--- config.mk ---
export PLATFORM = sky130hd
export DESIGN_NAME = tmp_meas_sched_flat
export DESIGN_NICKNAME = d
export VERILOG_FILES = /design/src/rtl/tmp_pkg.sv /design/src/rtl/tmp_meas_sched_if.sv /design/src/rtl/tmp_period_ctr.sv /design/src/rtl/tmp_meas_sched.sv /design/src/flat_wrapper.sv
export SDC_FILE = /design/constraint.sdc
export NUM_CORES = 1
export LEC_CHECK = 0
export ABC_AREA = 1
export BUFFER_PORTS_ARGS = -buffer_cell sky130_fd_sc_hd__buf_2
export CAP_MARGIN = 5
export CORE_UTILIZATION = 25
export CTS_CLUSTER_SIZE = 30
export DETAILED_ROUTE_END_ITERATION = 8
export PLACE_DENSITY = 0.43
export SLEW_MARGIN = 5
export SYNTH_ARGS = -nofsm -noshare
export SYNTH_HDL_FRONTEND = slang
export SYNTH_HIERARCHICAL = 1
export SYNTH_SLANG_ARGS = --single-unit
--- constraint.sdc ---
create_clock -name clk -period 2.9 [get_ports clk]
set_clock_uncertainty 0.2 [all_clocks]
set_input_delay 0.145 -clock clk [delete_from_list [all_inputs] [get_ports clk]]
set_output_delay 0.145 -clock clk [all_outputs]
set_load 0.03 [all_outputs]
--- src/rtl/tmp_pkg.sv ---
// tmp_pkg: shared state encoding and default sizing for the measurement scheduler
package tmp_pkg;
   localparam int PER_W_DEF   = 12;
   localparam int RST_CYC_DEF = 4;
   typedef enum logic [2:0] {IDLE, CORE_RST, SETTLE, MEASURE, DONE} state_t;
endpackage

--- src/rtl/tmp_meas_sched_if.sv ---
// tmp_meas_sched_if: valid/ready result stream from the scheduler to its consumer
interface tmp_meas_sched_if import tmp_pkg::*; #(
   parameter int PER_W = PER_W_DEF
);
   logic             res_valid;
   logic             res_ready;
   logic [PER_W-1:0] res_data;
   modport master (output res_valid, output res_data, input res_ready);
   modport slave (input res_valid, input res_data, output res_ready);
endinterface

--- src/rtl/tmp_period_ctr.sv ---
// tmp_period_ctr: core_valid rising-edge detector and saturating period counter
module tmp_period_ctr import tmp_pkg::*; #(
   parameter int PER_W = PER_W_DEF
) (
   input  logic             clk,
   input  logic             reset,
   input  logic             clr,
   input  logic             core_valid,
   output logic             edge_hit,
   output logic [PER_W-1:0] per_cnt,
   output logic             sat
);
   logic cv_q;
   assign edge_hit = core_valid & ~cv_q;
   assign sat = &per_cnt;
   // edge register always follows core_valid; counter restarts at 1 on each edge and sticks at full scale
   always_ff @(posedge clk or posedge reset)
      if (reset) begin
         cv_q    <= 1'b0;
         per_cnt <= '0;
      end else begin
         cv_q    <= core_valid;
         per_cnt <= clr ? '0 : edge_hit ? PER_W'(1) : sat ? per_cnt : per_cnt + 1'b1;
      end
endmodule

--- src/rtl/tmp_meas_sched.sv ---
// tmp_meas_sched: resets the sensor core, averages 2^avg_sel edge periods and hands out the result
module tmp_meas_sched import tmp_pkg::*; #(
   parameter int PER_W   = PER_W_DEF,
   parameter int RST_CYC = RST_CYC_DEF
) (
   input  logic             clk,
   input  logic             reset,
   input  logic             start,
   input  logic             cont,
   input  logic [1:0]       avg_sel,
   input  logic             core_valid,
   output logic             core_rst,
   output logic             busy,
   output logic             timeout_err,
   tmp_meas_sched_if.master res
);
   localparam int RC_W = RST_CYC > 1 ? $clog2(RST_CYC) : 1;
   state_t           state, state_n;
   logic [RC_W-1:0]  rc;
   logic [1:0]       avg;
   logic [3:0]       cnt;
   logic [PER_W+2:0] accum, accum_n;
   logic [PER_W-1:0] per_cnt, res_q;
   logic             edge_hit, sat, meas, last, go;
   assign meas = state == SETTLE || state == MEASURE;
   assign go = state == IDLE && (start || cont);
   assign last = (cnt + 4'd1) == (4'd1 << avg);
   assign accum_n = accum + (PER_W+3)'(per_cnt);
   assign core_rst = state == IDLE || state == CORE_RST;
   assign busy = state != IDLE;
   assign res.res_valid = state == DONE;
   assign res.res_data = res_q;
   tmp_period_ctr #(.PER_W(PER_W)) u_ctr (
      .clk        (clk),
      .reset      (reset),
      .clr        (!meas),
      .core_valid (core_valid),
      .edge_hit   (edge_hit),
      .per_cnt    (per_cnt),
      .sat        (sat)
   );
   // state register
   always_ff @(posedge clk or posedge reset)
      if (reset) state <= IDLE;
      else state <= state_n;
   // next state: saturation in SETTLE/MEASURE aborts, the first edge after settling is discarded
   always_comb begin
      state_n = state;
      case (state)
         IDLE:     state_n = go ? CORE_RST : IDLE;
         CORE_RST: state_n = rc == RC_W'(RST_CYC - 1) ? SETTLE : CORE_RST;
         SETTLE:   state_n = sat ? IDLE : edge_hit ? MEASURE : SETTLE;
         MEASURE:  state_n = sat ? IDLE : (edge_hit && last) ? DONE : MEASURE;
         DONE:     state_n = res.res_ready ? (cont ? SETTLE : IDLE) : DONE;
         default:  state_n = IDLE;
      endcase
   end
   // datapath: reset-cycle count, accumulation per edge, result capture and sticky timeout
   always_ff @(posedge clk or posedge reset)
      if (reset) begin
         rc          <= '0;
         avg         <= '0;
         cnt         <= '0;
         accum       <= '0;
         res_q       <= '0;
         timeout_err <= 1'b0;
      end else begin
         rc <= state == CORE_RST ? rc + 1'b1 : '0;
         if (go) begin
            avg         <= avg_sel;
            timeout_err <= 1'b0;
         end
         if (meas && sat) timeout_err <= 1'b1;
         if (state == MEASURE && edge_hit && !sat) begin
            accum <= accum_n;
            cnt   <= cnt + 4'd1;
            if (last) res_q <= PER_W'(accum_n >> avg);
         end else if (state != MEASURE) begin
            accum <= '0;
            cnt   <= '0;
         end
      end
endmodule

--- src/flat_wrapper.sv ---
// flat-port wrapper written by rule: the top's interface ports become plain ports
module tmp_meas_sched_flat import tmp_pkg::*;
#(
   parameter int PER_W   = PER_W_DEF,
   parameter int RST_CYC = RST_CYC_DEF
)
  (clk, reset, start, cont, avg_sel, core_valid, core_rst, busy, timeout_err, res_res_valid, res_res_data, res_res_ready);
  tmp_meas_sched_if #(.PER_W(PER_W)) res_i ();
  input  logic clk;
  input  logic reset;
  input  logic start;
  input  logic cont;
  input  logic [1:0] avg_sel;
  input  logic core_valid;
  output logic core_rst;
  output logic busy;
  output logic timeout_err;
  output wire logic [$bits(res_i.res_valid)-1:0] res_res_valid;
  output wire logic [$bits(res_i.res_data)-1:0] res_res_data;
  input wire logic [$bits(res_i.res_ready)-1:0] res_res_ready;
  assign res_res_valid = res_i.res_valid;
  assign res_res_data = res_i.res_data;
  assign res_i.res_ready = res_res_ready;
  tmp_meas_sched #(.PER_W(PER_W), .RST_CYC(RST_CYC)) u_core (.clk(clk), .reset(reset), .start(start), .cont(cont), .avg_sel(avg_sel), .core_valid(core_valid), .core_rst(core_rst), .busy(busy), .timeout_err(timeout_err), .res(res_i));
endmodule
### After elaboration in Yosys (flattened, before gate mapping)

Cells that the tools add are included.

| cells by class | value |
|---|---|
| add/sub/neg operators | 4 |
| equality and inequality tests | 8 |
| shifts and indexed selects | 2 |
| muxes and demuxes | 19 |
| bitwise gates (word level) | 2 |
| reductions and logical operators | 15 |

Operators with widths:

| operator | count |
|---|---|
| 2-to-1 mux 12 bit | 3 |
| 2-to-1 mux 15 bit | 2 |
| adder 15 x 12 -> 15 bit | 1 |
| case mux 3 bit (5 select lines) | 1 |
| >> shifter 15 x 2 -> 12 bit | 1 |
| adder 12 x 1 -> 12 bit (second input constant) | 1 |
| 2-to-1 mux 3 bit | 4 |
| AND reduction 12 bit | 1 |
| 2-to-1 mux 4 bit | 2 |
| equality test 3 x 2 -> 1 bit (second input constant) | 2 |
| 2-to-1 mux 2 bit | 3 |
| logical AND 1 bit | 5 |
| adder 4 x 1 -> 4 bit (second input constant) | 1 |
| equality test 4 bit | 1 |
| 2-to-1 mux 1 bit | 4 |
| nonzero test 2 bit | 2 |
| left shift 1 x 2 -> 4 bit (first input constant) | 1 |
| equality test 3 x 1 -> 1 bit (second input constant) | 1 |
| equality test 3 bit (second input constant) | 1 |
| logical NOT 3 bit | 1 |
| logical OR 1 bit | 3 |
| inequality test 3 x 2 -> 1 bit (second input constant) | 1 |
| inequality test 3 bit (second input constant) | 1 |
| nonzero test 3 bit | 1 |
| other kinds (6) | 6 |

| storage, ports and cells | value |
|---|---|
| bits in registers | 52 |
| input port bits | 8 |
| output and inout port bits | 16 |
| word-level logic and storage cells | 59 |

### Depth between registers and ports, before layout

Gate-level depths: netlist (run 1).

| logic depth | value |
|---|---|
| depth in word-level cells | 6 |
| depth in mapped cells | 14 |
| depth with buffers taken out | 14 |

### By module

The synthesis (run 1) kept the hierarchy.

Modules (own cells, without submodules):

| module | times used | cells each | area an instance (um^2) |
|---|---|---|---|
| tmp_meas_sched | 1 | 422 | 2842.7 |
| tmp_period_ctr | 1 | 100 | 817.0 |

### Worst setup path before layout (run 1)

OpenSTA, ideal clock, no wires.

| timing | value |
|---|---|
| path kind | register to register |
| start point | register u_core.u_ctr.per_cnt[0] |
| end point | register u_core.res_q[10], in the netlist u_core/res.res_data[10] |
| data arrival time | 1.776 ns |
| required time | 2.584 ns |
| slack | 0.808 ns |
| cell stages (with the launch flop) | 14 |
| period minus slack after synthesis | 2.092 ns |
| cells stage by stage | dfrtp_1 -> ha_1 -> inv_1 -> fa_1 -> inv_1 -> nand3_1 -> nand3_1 -> nand3_1 -> nand3_1 -> nand2_1 -> nand3_1 -> nand3_1 -> nor2_1 -> nor2_1 |

| on the way | value |
|---|---|
| longest elaborated chain between the ends | 4 |
| elaborated cells between the ends (all ways) | 6 |
| classes of those cells | add/sub: 1; shift: 1; reduce/logical: 4 |

RTL lines:

| what | line | text |
|---|---|---|
| from (decl) | tmp_period_ctr.sv:10 | `output logic [PER_W-1:0] per_cnt,` |
| from (signal assigned) | tmp_period_ctr.sv:23 | `per_cnt <= clr ? '0 : edge_hit ? PER_W'(1) : sat ? per_cnt : per_cnt + 1'b1;` |
| branches (longest 4 deep; another with adder 15 x 12 -> 15 bit) | -- |  |
| to (signal assigned) | tmp_meas_sched.sv:77 | `if (last) res_q <= PER_W'(accum_n >> avg);` |
| to (decl) | tmp_meas_sched.sv:23 | `logic [PER_W-1:0] per_cnt, res_q;` |

Several ways; the timed one is not identified.
A chain may end at the register's enable or synchronous reset.

### Worst setup path after layout (run 1)

| timing | value |
|---|---|
| start point | register u_core.u_ctr.per_cnt[0] |
| end point | register u_core.res_q[7], in the netlist u_core/res.res_data[7] |

| on the way | value |
|---|---|
| longest elaborated chain between the ends | 4 |
| elaborated cells between the ends (all ways) | 6 |
| classes of those cells | add/sub: 1; shift: 1; reduce/logical: 4 |

RTL lines:

| what | line | text |
|---|---|---|
| AND reduction 12 bit | tmp_period_ctr.sv:15 | `assign sat = &per_cnt;` |
| net u_core.sat | tmp_meas_sched.sv:24 | `logic edge_hit, sat, meas, last, go;` |
| logical NOT 1 bit | tmp_meas_sched.sv:74 | `if (state == MEASURE && edge_hit && !sat) begin` |
| logical AND 1 bit | tmp_meas_sched.sv:74 |  |
| AND reduction 2 bit (no line) | -- |  |

The timed path passes the listed nets, and every way through them passes these cells.

==> results of run 1 <==
## power breakdown
part	switching [mW]	total, mW	internal (mW)	leakage [nW]
logic	0.606	0.889	0.283	1.42
registers	0.124	0.958	0.833	0.705
clock network	0.261	0.624	0.363	0.0760
## cells by family after synthesis
| kind of cell | after synthesis |
|---|---|
| AOI/OAI and AO/OA | 45 |
| xor gates and xnor gates | 5 |
| adders and majority gates | 16 |
| buffers and inverters | 87 |
| DFF | 52 |
| and+or+nand+nor | 317 |
## synthesized netlist by cell type, types with 4 or more instances
| cell | instances |
|---|---|
| sky130_fd_sc_hd__nand4_1 | 9 |
| sky130_fd_sc_hd__nand2_2 | 6 |
| sky130_fd_sc_hd__o21ai_0 | 15 |
| sky130_fd_sc_hd__nand3_1 | 82 |
| sky130_fd_sc_hd__nor2_4 | 6 |
| sky130_fd_sc_hd__o21ai_1 | 6 |
| sky130_fd_sc_hd__a21oi_1 | 12 |
| sky130_fd_sc_hd__ha_1 | 15 |
| sky130_fd_sc_hd__dfrtp_1 | 52 |
| sky130_fd_sc_hd__nand2_1 | 160 |
| sky130_fd_sc_hd__inv_1 | 67 |
| sky130_fd_sc_hd__inv_2 | 9 |
| sky130_fd_sc_hd__xor2_1 | 4 |
| sky130_fd_sc_hd__clkbuf_1 | 6 |
| sky130_fd_sc_hd__nor2_1 | 35 |
## worst min-delay path by stage
stage | start | end | slack, ns | cells after the start
after global routing | start | u_core/state[0]$_DFF_PP0_ | 0.09 | 3
after global placement | reset | u_core/u_ctr/per_cnt[4]$_DFFE_PP0P_ | 0.03 | 2
after detailed placement | reset | u_core/u_ctr/per_cnt[4]$_DFFE_PP0P_ | 0.03 | 2
after CTS | start | u_core/state[0]$_DFF_PP0_ | 0.07 | 3
final | start | u_core/state[0]$_DFF_PP0_ | 0.06 | 3
after floorplan | reset | u_core/u_ctr/cv_q$_DFF_PP0_ | -0.18 | 1
## metrics by stage
step           hold slack, ns  cells  power, mW  utilization
2_1_floorplan          -0.178    522       1.64            -
3_3_place_gp           0.0254    719       1.86        0.282
3_5_place_dp           0.0310    719       1.87        0.282
4_1_cts                0.0668    732       2.51        0.297
5_1_grt                0.0884    732       2.66        0.297
6_report               0.0584    732       2.47        0.297
## cell type report
type                       instances  area (µm²)
fill                            1565        9910
multi-input combinational        383        2010
sequential                        52        1300
inverter                          78         298
tap                              180         225
timing repair buffer              32         198
clock buffer                       7         153
## sequential cells by signal, summed over array words and instances, names as in the netlist, 2 cells and up
signal	cells
u_core/accum	15
u_core/avg	2
u_core/cnt	4
u_core/rc	2
u_core/res.res_data	12
u_core/state	3
u_core/u_ctr/per_cnt	12
## repair_timing
item,4_1_cts,5_1_grt
hold buffers,6,0
buffers inserted,0,0
endpoints found under the hold margin,57,0
## layer usage
layer,vias to the layer above,track usage
met2,46,0.239
met1,1560,0.174
met5,-,0
li1,1723,-
met3,8,0.0180
met4,0,0.0429
## cell usage in the layout, fill, tap and decap left out, types with 9 or more instances in the layout
master / instances
sky130_fd_sc_hd__dfrtp_1: 52
sky130_fd_sc_hd__buf_2: 23
sky130_fd_sc_hd__nor2_1: 35
sky130_fd_sc_hd__a21oi_1: 12
sky130_fd_sc_hd__o21ai_0: 15
sky130_fd_sc_hd__inv_2: 9
sky130_fd_sc_hd__inv_1: 67
sky130_fd_sc_hd__nand2_1: 160
sky130_fd_sc_hd__nand3_1: 82
sky130_fd_sc_hd__nand4_1: 9
sky130_fd_sc_hd__ha_1: 15
## critical path: stages (launching register included)
cell and delay [ns]:
sky130_fd_sc_hd__dfrtp_1 0.43, sky130_fd_sc_hd__ha_1 0.23, sky130_fd_sc_hd__nand2_1 0.14, sky130_fd_sc_hd__nor2_4 0.07
sky130_fd_sc_hd__nand3_4 0.13, sky130_fd_sc_hd__clkinv_4 0.09, sky130_fd_sc_hd__inv_1 0.13, sky130_fd_sc_hd__nand2_4 0.08
sky130_fd_sc_hd__nor2_8 0.22, sky130_fd_sc_hd__inv_2 0.14, sky130_fd_sc_hd__nor2_8 0.24, sky130_fd_sc_hd__inv_2 0.15
sky130_fd_sc_hd__nand2_1 0.09, sky130_fd_sc_hd__nand2_1 0.05
==> results by stage, run 1 <==
Run status:
- The run finished with clean final reports.

Global routing:
- The residual overflow from global routing is 0.
- The first global-routing pass estimated 16.0 mm of wire.
- In the global route stage, overall resource usage came out at 0.137.
- Entering global routing, the biggest net connects 40 pins.
- The number of global-route vias before repair is 3334.
- The initial antenna violation count is 0.

Yosys:
- Sorting the synthesized cells by area gives the leading types as sky130_fd_sc_hd__dfrtp_1, sky130_fd_sc_hd__nand2_1, sky130_fd_sc_hd__nand3_1.
- Counting distinct cell types in the post-synthesis netlist gives 39.
- The portion of the post-synthesis area used by sequential elements is 0.356.
- The most used flip-flop cell after synthesis is sky130_fd_sc_hd__dfrtp_1.
- The adder-cell area share of the yosys netlist is 0.0568.
- The count of mapped cells out of synthesis is 522.
- The synthesized netlist net count is 546.
- The post-synthesis mux area share is 0.
- During synthesis, Yosys emitted a total of 6 warnings.
- The post-synthesis instance area is 3660 µm².
- After synthesis, the largest family of logic cells by area is simple AND/OR/NAND/NOR gates.
- The simple logic cell fraction of the synthesized area is 0.409.
- Of the post-synthesis cell area, the dominant cell type holds 0.356.
- The synthesized design contains 52 register bits.
- The complex-gate fraction of the synthesized area is 0.0715.
- Summed over all instances, the cell type with the most area after synthesis is sky130_fd_sc_hd__dfrtp_1.
- Yosys mapped a number of flops with a built-in enable equal to 0.
- Of the total synthesized cell area, the portion taken by XOR and XNOR cells is 0.0120.
- The synthesized area per cell is 7.01 µm².
- For this run, asynchronously set or reset flops after synthesis account for 1.00.

STA:
- Setup repair after global routing left no endpoint under its margin.
- Setup violations remaining at the end of the flow were counted as 0.
- The total count of max-transition violations in the final report came to 0.
- The number of hold violations in the final report was 0.
- The minimum period implied by the final worst setup slack is 2.50 ns.
- Dividing the final minimum period by the clock period gives 0.863.
- The setup TNS is 0 ns.
- The pin slew with the least headroom to its limit is 0.566 ns.
- The worst path meets setup with 0.397 ns of slack.
- The worst slew margin relative to its limit is 0.622.
- The achievable clock frequency is 400 MHz.

Final layout:
- Of the cells placed in the final design, the portion with a size suffix greater than 1 is 0.127.
- The area growth from synthesis to layout is 14.4%.
- 0 antenna diodes ended up in the layout.
- The post-route standard cell area excluding fillers is 4190 µm².
- The final layout contains 576 nets.

Worst setup path:
- The launching element type of the critical path is a register.
- The setup check on the worst reg-to-reg path leaves a slack of 0.40 ns.
- Tracing the worst setup path back leads to its startpoint at u_core/u_ctr/per_cnt[0]$_DFFE_PP0P_.
- In this run the worst path has a maximum fanout of 15.
- Counting cells, the worst reg-to-reg path comes to 13.
- The most critical setup path has its endpoint at u_core/res.res_data[7]$_DFFE_PP0P_.
- The data arrival time of the critical path is 2.49 ns.
- The setup path with the least slack is of type reg2reg.
- The data required time at the worst endpoint is 2.88 ns.
- The worst setup path is captured at a register.
- The worst flop-to-flop path endpoint is u_core/res.res_data[7]$_DFFE_PP0P_.
- In this run the critical register-to-register path is launched from u_core/u_ctr/per_cnt[0]$_DFFE_PP0P_.

Routing:
- The highest layer touched by signal routing is met4.
- Summing over every cut layer, the via total after detailed routing is 3337.
- The final layout contains routed wiring with a total length of 9.47 mm.
- Summed over all nets, wire length on met2 after detailed routing comes to 4.76 mm.
- The first routing iteration left 127 violations.
- After detailed routing, the number of remaining DRC violations is 0.
- The via density per instance is 4.56.
- The length of the first detailed-routing pass in iterations is 4.
- The routed length on met3 is 213 µm.
- The antenna violation net count after detailed routing is 0.
- The routed metal-1 wirelength is 4.38 mm.
- In the final routed layout, each cell accounts on average for 12.9 µm.

Placed design:
- The worst setup slack before clock tree synthesis is 0.380 ns.
- The post-DP HPWL is 7.48 mm.
- The placed instances occupy a cell area of 3970 µm².
- The final weighted congestion in routability-driven placement is 0.790.
- Port buffering added 23 buffers.

Clock network:
- The maximum level of the CTS H-tree is 2.
- After clock tree synthesis, the clock-pin slew on the worst setup and hold paths is 0.07 ns.
- The number of buffers added by the clock tree synthesis step is 5.
- The TritonCTS clock tree is done.
- The clock tree root buffer cell is sky130_fd_sc_hd__clkbuf_16.
- The total of cells resized after clock tree synthesis is 0.
- The latest clock arrival within the worst-skew pair is 0.29 ns.
- The clock drives 52 sinks.
- In this run the deepest clock path goes through 2 buffers.

Power and ir drop:
- The analysis attributes to cell leakage a power of 2.21 nW.
- The maximum VDD drop is 0.292 mV.
- Power spread over the standard cell area amounts to 590 nW/µm².

Die:
- The core area is 14100 µm².
- The overall die area is 15100 µm².
- The boundary pin count is 24.
- The horizontal die dimension is 123 µm.
- The vertical die dimension is 123 µm.
- The row count is 43.
- The starting density of the core is 0.260.

Job:
- Across the run, the number of max-cap violations was 0.

Hold path:
- The worst hold path class is in2reg.
Power figures use the tool's default switching activity.
==> inputs of run 2 (changes only) <==
Settings changed: CORE_ASPECT_RATIO from default to 1.5.
Clock period 2.9 ns to 2.8 ns, I/O delays scaled along.
==> results by stage, run 2 (synthesis gave the netlist of run 1 again) <==
STA:
- The minimum period implied by the final worst setup slack is 2.42 ns (-0.0857 ns).
- The pin slew with the least headroom to its limit was 0.535 ns (-0.0309 ns).
- The setup TNS is 0 ns (unchanged).
- The number of hold violations in the final report is 0 (unchanged).
- The worst slew margin relative to its limit came to 0.643 (+0.0210).
- Setup repair after global routing left no endpoint under its margin.
- The final setup violation count is 0 (unchanged).
- The total count of max-transition violations in the final report is 0 (unchanged).
- The achievable clock frequency was 414 MHz (+3.5%).
- The final worst-path cycle share was 0.863 (about the same).

Power and ir drop:
- The leakage power was 2.22 nW (+0.43%).
- The maximum VDD drop was 0.294 mV (+0.51%).
- The power density over the cells is 617 nW/µm² (+4.6%).

Clock network:
- The latest clock arrival within the worst-skew pair is 0.30 ns (about the same).
- The TritonCTS clock tree is done.
- The number of hold buffers added after cts was 6 (unchanged).
- The clock sink total is 52 (unchanged).
- The maximum level of the CTS H-tree was 2 (unchanged).
- The number of buffers inserted by post-CTS setup repair is 0 (unchanged).
- The CTS clock-pin slew for the worst setup and hold paths is 0.07 ns (about the same).
- The tree is rooted in a sky130_fd_sc_hd__clkbuf_16.
- The buffer levels on the longest clock path is 2 (unchanged).
- The number of buffers added by the clock tree synthesis step was 5 (unchanged).
- The total of cells resized after clock tree synthesis is 0 (unchanged).

Global routing:
- The pin count of the biggest net entering global routing came to 40 (unchanged).
- The initial antenna violation count was 0 (unchanged).
- The global-route usage over all layers came to 0.148 (+0.0115).
- The residual overflow from global routing is 0 (unchanged).
- The number of global-route vias before repair is 3498 (+4.9%).
- The global-route wire length before repair is 17.2 mm (+7.6%).

Routing:
- The total wire length is 10.1 mm (+6.3%).
- The number of design rule violations left after detail routing is 0 (unchanged).
- The antenna violation net count after detailed routing is 0 (unchanged).
- The detail-routed net length per standard cell came to 13.5 µm (+4.0%).
- The length of the first detailed-routing pass in iterations came to 4 (unchanged).
- The number of violations reported at the end of detailed-routing iteration 0 was 167 (+31%).
- The total number of vias is 3397 (+1.8%).
- The via density per instance came to 4.54 (-0.38%).

Worst setup path:
- The critical path's slowest cell is sky130_fd_sc_hd__dfrtp_1.
- The kind of critical path is reg2reg.
- The signal on the critical path passes through ha_1 -> nand2_1 -> nor2_4 -> nand3_4 -> clkinv_4 -> inv_1 -> nand2_4 -> nor2_8 -> inv_2 -> nor2_8 -> inv_2 -> nand2_1 -> nand2_1.
- The stage delay of the slowest cell on the critical path came to 0.44 ns (about the same).
- The largest fanout on the critical path is 15 (unchanged).
- The data arrival time of the critical path is 2.41 ns (-0.08 ns).
- The data required time at the worst endpoint was 2.79 ns (-0.09 ns).
- The launching element type of the critical path is a register.
- The library cell appearing most often on the critical path is sky130_fd_sc_hd__nand2_1.
- The endpoint type of the worst setup path is a register.

Final layout:
- The fraction of layout cells with a size suffix above 1 is 0.131 (+0.00448).
- The number of nets in the finished design is 579 (+0.52%).
- The number of antenna cells inserted is 0 (unchanged).
- The count of placed standard cells in the final layout, fillers left out is 748 (+2.2%).
- The fill cell instance count of the final layout came to 1576 (+0.70%).
- The top register by number of flip-flops is u_core/accum.
- The library cell used most frequently in the layout, excluding fill and tap cells, is sky130_fd_sc_hd__nand2_1.
- The flip-flop count of the largest register, all copies and words added came to 15 (unchanged).
- The area growth from synthesis to layout is 15.3%.
- The top cell types in the final layout, fill and taps aside, are sky130_fd_sc_hd__nand2_1, sky130_fd_sc_hd__nand3_1, sky130_fd_sc_hd__inv_1, sky130_fd_sc_hd__dfrtp_1, sky130_fd_sc_hd__nor2_1.

Die:
- The starting density of the core came to 0.259 (-0.000529).
- The horizontal die dimension is 101 µm (-18%).
- The row count is 53 (+23%).
- The boundary pin count came to 24 (unchanged).
- The vertical die dimension is 150 µm (+22%).
- The core area is 14100 µm² (+0.20%).
- The overall die area is 15100 µm² (about the same).

Job:
- The total of max-cap violations is 0 (unchanged).

Run status:
- The run finished with clean final reports.

Placed design:
- The cell count after placement is 734 (+2.1%).
- The post-DP HPWL came to 7.96 mm (+6.3%).
- The count of input and output buffers is 23 (unchanged).
- The final weighted congestion in routability-driven placement is 0.796 (+0.76%).

Hold path:
- The worst hold path class is in2reg.
[run 2: changes by cell type in the layout (fill, tap and decap cells not counted), sizes merged]
cell,before,now
buf,26,29
clkinvlp,0,1
[run 2: worst max-delay path: cells and delay by family (launching register included)]
family / cells / cell delay, ns
simple gates: 8 / 0.93
buf+inv: 4 / 0.50
flops: 1 / 0.44
fa+ha+maj: 1 / 0.23
[run 2: worst paths after layout]
| path | start | to | slack [ns] | cells after the start |
|---|---|---|---|---|
| max | u_core/u_ctr/per_cnt[1]$_DFFE_PP0P_ | u_core/res.res_data[1]$_DFFE_PP0P_ | 0.38 | 13 |
| min | start | u_core/state[0]$_DFF_PP0_ | 0.03 | 3 |
| max reg2reg | u_core/u_ctr/per_cnt[1]$_DFFE_PP0P_ | u_core/res.res_data[1]$_DFFE_PP0P_ | 0.38 | 13 |
| min reg2reg | u_core/rc[0]$_DFF_PP0_ | u_core/rc[0]$_DFF_PP0_ | 0.25 | 1 |
| max in group asynchronous | reset | u_core/accum[10]$_DFFE_PP0P_ | 1.70 | 4 |
| min in group asynchronous | reset | u_core/u_ctr/cv_q$_DFF_PP0_ | 0.23 | 3 |
[run 2: cell type report]
type	count	area (µm²)	area share
Multi-Input combinational cell	383	2010	0.476
Sequential cell	52	1300	0.308
Inverter	78	298	0.0706
Tap cell	192	240	0.0569
Timing Repair Buffer	35	220	0.0522
Clock buffer	7	143	0.0338
Clock inverter	1	7.51	0.00178
[run 2: through the flow]
stage               hold slack (ns)  utilization  area (µm²)  power (mW)  setup WS (ns)
finish                       0.0326        0.299        4220        2.60          0.383
global route                 0.0497        0.299        4220        2.81          0.172
CTS                          0.0411        0.299        4220        2.66          0.320
detailed placement           0.0212        0.284        4010        1.99          0.333
global placement             0.0264        0.284        4010        1.98          0.344
floorplan                    -0.183            -        3660        1.69          0.708
[run 2: report_power, final]
group	switching, mW	internal, mW
Clock	0.283	0.357
Combinational	0.702	0.313
Sequential	0.0858	0.864
Total	1.07	1.53
[run 2: metal layers]
| layer | up-vias | GRT usage | wire length (µm) |
|---|---|---|---|
| met5 | - | 0 | 0 |
| met4 | 0 | 0.0558 | 244 |
| met3 | 12 | 0.0162 | 191 |
| met2 | 43 | 0.282 | 5530 |
| met1 | 1606 | 0.167 | 4090 |
| li1 | 1736 | - | - |
==> inputs of run 3 (changes only) <==
Settings changed: CELL_PAD_IN_SITES_DETAIL_PLACEMENT from default to 1, CELL_PAD_IN_SITES_GLOBAL_PLACEMENT from default to 2, PLACE_DENSITY 0.43 to 0.64.
==> results by stage, run 3 (synthesis gave the netlist of run 1 again) <==
Power and ir drop:
- The power density over the cells is 643 nW/µm² (+4.2%).
- The maximum VDD drop came to 0.355 mV (+21%).
- The leakage power came to 2.24 nW (+1.1%).

Clock network:
- The TritonCTS clock tree is done.
- The clock tree root buffer cell is sky130_fd_sc_hd__clkbuf_16.
- The number of buffers added by the clock tree synthesis step is 5 (unchanged).
- The CTS clock-pin slew for the worst setup and hold paths was 0.08 ns (about the same).
- The total of cells resized after clock tree synthesis is 0 (unchanged).
- The latest clock arrival within the worst-skew pair is 0.30 ns (about the same).
- The clock sink total is 52 (unchanged).
- The number of buffers inserted by post-CTS setup repair was 0 (unchanged).
- The maximum level of the CTS H-tree is 2 (unchanged).
- The buffer levels on the longest clock path was 2 (unchanged).

Final layout:
- The fraction of layout cells with a size suffix above 1 came to 0.136 (+0.00466).
- The post-route standard cell area excluding fillers is 4260 µm² (+0.95%).
- More flip-flops sit in one register than any other, and that register is u_core/accum.
- The count of placed standard cells in the final layout, fillers left out is 751 (+0.40%).
- The fill cell instance count of the final layout is 1789 (+14%).
- The sequential cell area in the final layout was 1300 µm² (unchanged).
- The flip-flop count of the largest register, all copies and words added is 15 (unchanged).
- The number of antenna cells inserted is 0 (unchanged).
- The number of nets in the finished design came to 582 (+0.52%).
- The most frequent standard cell in the layout excluding fill and tap cells is sky130_fd_sc_hd__nand2_1.
- The area growth from synthesis to layout is 16.4%.
- The end-of-flow core utilization is 0.302 (+0.00283).
- Leaving out fill and tap cells, the most frequent cells in the layout are sky130_fd_sc_hd__nand2_1, sky130_fd_sc_hd__nand3_1, sky130_fd_sc_hd__inv_1, sky130_fd_sc_hd__dfrtp_1, sky130_fd_sc_hd__nor2_1.
- The area occupied by multi-input gates came to 2010 µm² (unchanged).

Routing:
- The routed length on met3 is 161 µm (-16%).
- The number of design rule violations left after detail routing came to 0 (unchanged).
- The detailed router used layers up to and including met4.
- The total number of vias is 3413 (+0.47%).
- The met2 wirelength from detailed routing came to 6.24 mm (+13%).
- The via density per instance was 4.54 (about the same).
- The total wire length is 11.4 mm (+13%).
- The routed metal-1 wirelength came to 4.71 mm (+15%).
- The detail-routed net length per standard cell came to 15.1 µm (+13%).
- The length of the first detailed-routing pass in iterations is 6 (+2).
- The number of violations reported at the end of detailed-routing iteration 0 is 111 (-34%).
- The antenna violation net count after detailed routing is 0 (unchanged).

Worst setup path:
- STA classifies the critical path startpoint as a register.
- The number of cells traversed by the worst register-to-register path is 11 (-2).
- The data required time at the worst endpoint is 2.84 ns (+0.05 ns).
- The endpoint type of the worst setup path is a register.
- The startpoint identified for the worst register-to-register timing path is u_core/u_ctr/per_cnt[0]$_DFFE_PP0P_.
- The largest fanout on the critical path came to 4 (-11).
- The data arrival time of the critical path is 2.56 ns (+0.15 ns).
- The worst flop-to-flop path endpoint is u_core/res.res_data[1]$_DFFE_PP0P_.
- By startpoint and endpoint, the worst setup path is classified as reg2reg.
- The reg2reg setup slack is 0.28 ns (-0.10 ns).

STA:
- The minimum period implied by the final worst setup slack is 2.52 ns (+0.0985 ns).
- The achievable clock frequency was 397 MHz (-3.9%).
- Setup repair after global routing left no endpoint under its margin.
- The pin slew with the least headroom to its limit is 0.607 ns (+0.0717 ns).
- The final worst-path cycle share is 0.898 (+0.0352).
- The minimum hold slack is 0.00104 ns (-0.0316 ns).
- The final setup violation count is 0 (unchanged).
- The setup TNS is 0 ns (unchanged).
- The worst slew margin relative to its limit is 0.595 (-0.0478).
- The number of hold violations in the final report is 0 (unchanged).
- The total count of max-transition violations in the final report was 0 (unchanged).

Die:
- The boundary pin count was 24 (unchanged).
- The overall die area is 15100 µm² (unchanged).
- The vertical die dimension was 150 µm (unchanged).
- The core area is 14100 µm² (unchanged).
- The horizontal die dimension is 101 µm (unchanged).
- The row count is 53 (unchanged).
- The starting density of the core is 0.259 (unchanged).

Hold path:
- The startpoint identified for the worst hold timing path is start.
- The depth of the worst hold-timing path came to 3 (unchanged).
- The path class of the tightest hold or removal check is in2reg.
- For hold timing, the worst endpoint is u_core/state[0]$_DFF_PP0_.

Placed design:
- The post-detailed-placement cell area is 4030 µm² (+0.56%).
- The final weighted congestion in routability-driven placement is 0.767 (-3.7%).
- The post-DP HPWL is 8.99 mm (+13%).
- The cell count after placement is 737 (+0.41%).
- The count of input and output buffers came to 23 (unchanged).

Global routing:
- The number of global-route vias before repair is 3620 (+3.5%).
- The global-route wire length before repair is 18.8 mm (+9.5%).
- The global-route usage over all layers is 0.164 (+0.0153).
- The pin count of the biggest net entering global routing was 40 (unchanged).
- The initial antenna violation count was 0 (unchanged).
- The residual overflow from global routing is 0 (unchanged).

Job:
- The total of max-cap violations came to 0 (unchanged).

Run status:
- The flow ran to the end, and the final reports show no timing, DRC or antenna violations.
## run 3: cell count changes in the layout (fill, tap and decap cells not counted)
cell                         delta
sky130_fd_sc_hd__bufinv_16      +1
sky130_fd_sc_hd__clkbuf_8       -1
sky130_fd_sc_hd__clkinvlp_4     -1
sky130_fd_sc_hd__inv_6          +1
sky130_fd_sc_hd__buf_4          +3
## run 3: worst max-delay path: stages (launching register included)
cell	delay, ns
sky130_fd_sc_hd__dfrtp_1	0.41
sky130_fd_sc_hd__ha_1	0.21
sky130_fd_sc_hd__inv_1	0.07
sky130_fd_sc_hd__fa_1	0.40
sky130_fd_sc_hd__inv_1	0.10
sky130_fd_sc_hd__nand3_1	0.08
sky130_fd_sc_hd__nand3_1	0.15
sky130_fd_sc_hd__xor2_1	0.33
sky130_fd_sc_hd__o21ai_0	0.17
sky130_fd_sc_hd__o21ai_0	0.19
sky130_fd_sc_hd__nand2_1	0.08
sky130_fd_sc_hd__nand2_1	0.06
## run 3: worst max-delay path by stage
stage	from	to	slack (ns)	depth (start not counted)
after global routing	u_core/u_ctr/per_cnt[0]$_DFFE_PP0P_	u_core/res.res_data[1]$_DFFE_PP0P_	0.04	11
final	u_core/u_ctr/per_cnt[0]$_DFFE_PP0P_	u_core/res.res_data[1]$_DFFE_PP0P_	0.28	11
after floorplan	u_core/u_ctr/per_cnt[0]$_DFFE_PP0P_	u_core/res.res_data[10]$_DFFE_PP0P_	0.71	13
after global placement	u_core/u_ctr/per_cnt[0]$_DFFE_PP0P_	u_core/res.res_data[1]$_DFFE_PP0P_	0.30	11
after detailed placement	u_core/u_ctr/per_cnt[0]$_DFFE_PP0P_	u_core/res.res_data[1]$_DFFE_PP0P_	0.24	11
after CTS	u_core/u_ctr/per_cnt[0]$_DFFE_PP0P_	u_core/res.res_data[1]$_DFFE_PP0P_	0.22	11
## run 3: per-stage QoR
step	setup slack (ns)	power, mW
2_1_floorplan	0.708	1.69
3_5_place_dp	0.245	2.02
5_1_grt	0.0373	2.92
3_3_place_gp	0.303	2.02
6_report	0.284	2.74
4_1_cts	0.217	2.78
## run 3: layout make-up
cell class | count | area share
sequential | 52 | 0.305
clock buffer | 6 | 0.0302
tap | 192 | 0.0564
clock inverter | 2 | 0.00910
timing repair buffer | 38 | 0.0570
multi-input combinational | 383 | 0.472
inverter | 78 | 0.0699
## run 3: routing by layer
layer  GRT usage  up-vias
li1            -     1740
met1       0.190     1629
met2       0.307       31
met3      0.0167       13
met4      0.0565        0
met5           0        -
## run 3: where the power goes
group | switching (mW) | total (mW) | internal [mW] | leakage [nW]
registers | 0.118 | 0.981 | 0.863 | 0.705
logic | 0.696 | 1.02 | 0.323 | 1.45
clock network | 0.312 | 0.739 | 0.427 | 0.0815
## run 3: repair_timing
action / 4_1_cts / 5_1_grt
endpoints found under the hold margin: 57 / 0
setup endpoints to repair: 0 / 0
hold buffers: 6 / 0
